==> src/rtl/instr_fetch.sv <==
// rtl/instr_fetch.sv - instruction fetch stage: pc, ROM requests, valid/ready delivery to decode
module instr_fetch #(
   parameter int                 ADDR_W    = 16,
   parameter int                 DATA_W    = 16,
   parameter int                 MEM_DEPTH = 512,
   parameter logic [ADDR_W-1:0]  RESET_PC  = '0
) (
   input  logic              clk,
   input  logic              rst_n,
   output logic [ADDR_W-1:0] rom_addr,
   output logic              rom_en,
   input  logic [DATA_W-1:0] rom_q,
   output logic [DATA_W-1:0] instr,
   output logic [ADDR_W-1:0] instr_pc,
   output logic              instr_valid,
   input  logic              instr_ready,
   input  logic              redirect,
   input  logic [ADDR_W-1:0] redirect_pc,
   input  logic              halt
);

   // Masking with MEM_DEPTH-1 gives the modulo wrap because MEM_DEPTH is a power of two.
   localparam logic [ADDR_W-1:0] PC_MASK = ADDR_W'(MEM_DEPTH - 1);

   typedef enum logic [1:0] {
      IDLE  = 2'd0,
      FETCH = 2'd1,
      WAIT  = 2'd2,
      VALID = 2'd3
   } state_t;

   state_t            state;
   state_t            state_n;
   logic [ADDR_W-1:0] pc;

   // Outputs to the ROM come straight from registers so no input reaches them combinationally.
   assign rom_addr = pc;
   assign rom_en   = (state == FETCH);

   // Next-state decode; redirect outranks ready and halt in every state.
   always_comb begin
      state_n = state;
      if (redirect) begin
         state_n = halt ? IDLE : FETCH;
      end else begin
         case (state)
            IDLE:    if (!halt) state_n = FETCH;
            FETCH:   state_n = halt ? IDLE : WAIT;
            WAIT:    state_n = VALID;
            VALID:   if (instr_ready) state_n = halt ? IDLE : FETCH;
            default: state_n = IDLE;
         endcase
      end
   end

   // State, pc and the delivered word; a redirect suppresses the WAIT capture so the pending word is lost.
   always_ff @(posedge clk) begin
      if (!rst_n) begin
         state       <= IDLE;
         pc          <= RESET_PC & PC_MASK;
         instr       <= '0;
         instr_pc    <= '0;
         instr_valid <= 1'b0;
      end else begin
         state <= state_n;
         if (redirect) begin
            pc          <= redirect_pc & PC_MASK;
            instr_valid <= 1'b0;
         end else if (state == WAIT) begin
            instr       <= rom_q;
            instr_pc    <= pc;
            instr_valid <= 1'b1;
            pc          <= (pc + ADDR_W'(1)) & PC_MASK;
         end else if (state == VALID && instr_ready) begin
            instr_valid <= 1'b0;
         end
      end
   end

endmodule

==> config.mk <==
export PLATFORM = sky130hd
export DESIGN_NAME = instr_fetch
export DESIGN_NICKNAME = d
export VERILOG_FILES = /design/src/rtl/instr_fetch.sv
export SDC_FILE = /design/constraint.sdc
export NUM_CORES = 1
export LEC_CHECK = 0
export ABC_CLOCK_PERIOD_IN_PS = 2200
export CORE_MARGIN = 2
export CORE_UTILIZATION = 40
export CTS_BUF_LIST = sky130_fd_sc_hd__clkbuf_2
export CTS_CLUSTER_DIAMETER = 120
export DETAILED_ROUTE_END_ITERATION = 10
export PLACE_DENSITY = 0.82
export SYNTH_ARGS = -nofsm -noshare
export SYNTH_HDL_FRONTEND = slang
export SYNTH_SLANG_ARGS = --single-unit
export TNS_END_PERCENT = 50
==> constraint.sdc <==
create_clock -name clk -period 2.2 [get_ports clk]
set_input_delay 0.33 -clock clk [delete_from_list [all_inputs] [get_ports clk]]
set_output_delay 0.33 -clock clk [all_outputs]
set_load 0.05 [all_outputs]
==> results of run 1 <==
[flip-flops by register name, summed over array words and instances (netlist names)]
signal       count
rom_addr         9
instr_valid      1
instr_pc         9
state            2
instr           16
[metal layers]
layer | part of all wire (%) | up-vias | track usage, %
li1 | - | 776 | -
met1 | 44 | 685 | 22.1
met2 | 46 | 60 | 28.1
met3 | 9.2 | 5 | 5.07
met4 | 1.1 | 0 | 6.12
met5 | 0 | - | 0
[through the flow]
| step | util, % | total power, mW |
|---|---|---|
| after floorplan | - | 0.889 |
| after global placement | 59.8 | 0.970 |
| after detailed placement | 59.8 | 0.971 |
| after CTS | 60.7 | 1.25 |
| after global routing | 60.7 | 1.30 |
| final | 60.7 | 1.24 |
[cell type report]
type / instances / area [um2] / share of cell area [%]
clock buffers: 5 / 25.0 / 1.10
flip-flops and latches: 37 / 741 / 32.6
clock inverters: 3 / 12.5 / 0.550
repair buffers: 70 / 687 / 30.2
multi-input cells: 147 / 733 / 32.3
well taps: 48 / 60.1 / 2.64
inverters: 4 / 15.0 / 0.660
[worst max-delay path by stage]
| stage | to | startpoint | slack (ns) |
|---|---|---|---|
| 6_report | rom_addr[2] | rom_addr[2] | 0.18 |
| 4_1_cts | rom_addr[3] | rom_addr[3] | 0.17 |
| 3_3_place_gp | rom_addr[7] | redirect | 0.39 |
| 3_5_place_dp | rom_addr[7] | redirect | 0.36 |
| 5_1_grt | rom_addr[3] | rom_addr[3] | 0.09 |
| 2_1_floorplan | rom_addr[8] | rom_addr[0] | 0.41 |
[layout by cell type (no fill, tap or decap), drive strengths merged, types with 2 or more instances in the layout]
cell type and instances:
a211oi 2, a21oi 28, a31oi 3, buf 5
clkbuf 5, clkdlybuf4s50 64, clkinv 4, conb 14
dfxtp 37, inv 3, nand2 57, nand2b 2
nand3 2, nor2 5, nor2b 2, o21ai 10
or3 3, or4 2, xnor2 2
[what timing repair did]
action | 4_1_cts | 5_1_grt
endpoints found under the hold margin | 0 | 0
setup endpoints to repair | 1 | 0
resized for setup | 1 | 0
buffers inserted | 0 | 0
[where the power goes]
part / total [mW] / internal, mW / switching [mW] / leakage, nW
combinational: 0.248 / 0.0923 / 0.156 / 0.463
clock: 0.285 / 0.0697 / 0.216 / 0.0278
sequential: 0.709 / 0.687 / 0.0216 / 0.301
total: 1.24 / 0.849 / 0.393 / 0.792
[cell usage after synthesis (2+ instances only)]
| library cell | instances |
|---|---|
| inv_1 | 3 |
| a31oi_1 | 3 |
| a21oi_1 | 28 |
| nand2b_1 | 2 |
| nand2_1 | 57 |
| clkbuf_1 | 8 |
| or3_1 | 3 |
| nor2b_1 | 2 |
| nand3_1 | 2 |
| a211oi_1 | 2 |
| nor2_1 | 5 |
| or4_1 | 2 |
| o21ai_0 | 10 |
| buf_4 | 15 |
| xnor2_1 | 2 |
| dfxtp_1 | 37 |
[kinds of logic (layout without fill, tap and decap cells)]
kind of cell	after synthesis	in the layout	share of synthesized area, %
simple gates	78	78	21.7
other cells	1	14	0.236
compound gates	51	51	18.6
fa+ha+maj	1	1	0.788
xor+xnor	2	2	1.10
buf+inv	28	82	10.2
flops	37	37	46.7
mux	1	1	0.630
==> metrics.csv, run 1 <==
stage,metric,value,unit
status,status,completed,
sta,post-route-period-util,91.9,%
cells_and_area,syn_to_final_growth,43.2,%
logic_synthesis,async_reset_ff_share,0,%
global_route,track_usage,17.5,%
logic_synthesis,synthesis.area,0.00159,mm2
cells_and_area,stdcell_count,314,
setup_path,reg2reg_from,rom_addr[0],
drt,dr.pass1.iters,4,
sta,whs,0.464,ns
cts,h-tree-depth,2,
setup_path,crit_cells,1,
global_route,grt.overflow.total,0,
cells_and_area,drive_gt1_share,4.89,%
setup_path,worst-r2r-setup-slack,0.62,ns
die,die_h,67.0,um
logic_synthesis,yosys_most_used_dff,dfxtp_1,
cells_and_area,design_area,0.00227,mm2
pwr,irDropWorstVdd,0.000290,V
logic_synthesis,yosysWarnings,0,
setup_path,crit_buf_inv,1,
die,core_area,0.00374,mm2
min_path,holdPathStages,2,
sta,setup_viol,0,
setup_path,path_cells,clkdlybuf4s50_1,
logic_synthesis,synth_area_leaders,"dfxtp_1 (47%), nand2_1 (13%), a21oi_1 (8.8%), buf_4 (7.1%), o21ai_0 (3.2%)",
cts,ctsRootBufferMaster,clkbuf_2,
place,dp_hpwl,2.73,mm
drt,wire_per_inst,12.1,um
drt,detail-route-antenna-nets,0,
drt,drcViolationCount,0,
flow_run,maxCapViolCount,0,
sta,hold_viol_final,0,
min_path,min_from,instr[0],
cts,clk_pin_slew,0.16,ns
sta,fmax,494,MHz
die,ioPinCount,87,
setup_path,crit_arrival,1.69,ns
setup_path,r2r-end,rom_addr[4],
logic_synthesis,synth.top_cell.area_share,46.7,%
setup_path,worst_setup_path_end_kind,output port,
setup_path,worstRegToRegCells,4,
place,pre_cts_ws,0.361,ns
logic_synthesis,synth_edf_count,0,
global_route,grt_pass1_vias,1330,
cts,clkLatencyLatePin,0.38,ns
min_path,hold-path-endpoint,instr[0],
setup_path,critPathMaxStageDelay,0.85,ns
die,dieArea,0.00449,mm2
drt,drt_iter0_markers,84,
sta,finalSetupTns,0,ns
setup_path,crit_path_start_kind,register,
cells_and_area,fillCellCount,358,
logic_synthesis,ys_ff_latch,37,
drt,wl,3.81,mm
global_route,grt_antenna_before_repair,0,
sta,tightest_slew,0.512,ns
logic_synthesis,syn_inst,199,
sta,min_period,2.02,ns
die,die_width,67.0,um
sta,fin_ws,0.177,ns
setup_path,worstPathRequired,1.87,ns
cells_and_area,n_antenna_cell,0,
global_route,grt_pass1_wl,5.95,mm
cts,cts_max_path_buffers,2,
pwr,power.density,546,mW/mm2
pwr,total_leakage_power,0.792,nW
sta,fin_skew,0.0225,ns
logic_synthesis,yosysTopAreaCell,dfxtp_1,
drt,vias,1526,
setup_path,crit_family,buffers and inverters,
die,start_util,42.4,%
sta,rsz0062_at_grt,false,
cts,ctsHoldBuffers,0,
setup_path,path_max_fanout,6,
logic_synthesis,avgSynthCellArea,7.98,um2
sta,maxSlewViolCount,0,
setup_path,worstSetupPathType,reg -> out,
place,portBuffers,65,
logic_synthesis,yosysUniqueCellTypes,34,
place,post_dp_cell_area,0.00224,mm2
cts,clock-sinks,37,
sta,maxSlewHeadroom,65.8,%
min_path,hold_path_class,reg -> reg,
place,dp.cells,306,
global_route,grt_start_max_net_pins,27,
cts,tritoncts,done,
setup_path,crit_slowest_cell,clkdlybuf4s50_1,
drt,via_per_inst,4.86,
die,rows,22,
place,place.gp.congestion,0.737,
cells_and_area,nNetsFinal,303,
logic_synthesis,yosysSeqAreaShare,46.7,%
cts,cts_made_buffers,5,
Power figures use the tool's default switching activity.
==> inputs of run 2 (changes only) <==
- SLEW_MARGIN: unset -> 10
==> results of run 2 <==
The final DEF is identical to that of run 1; final timing and power are the same.
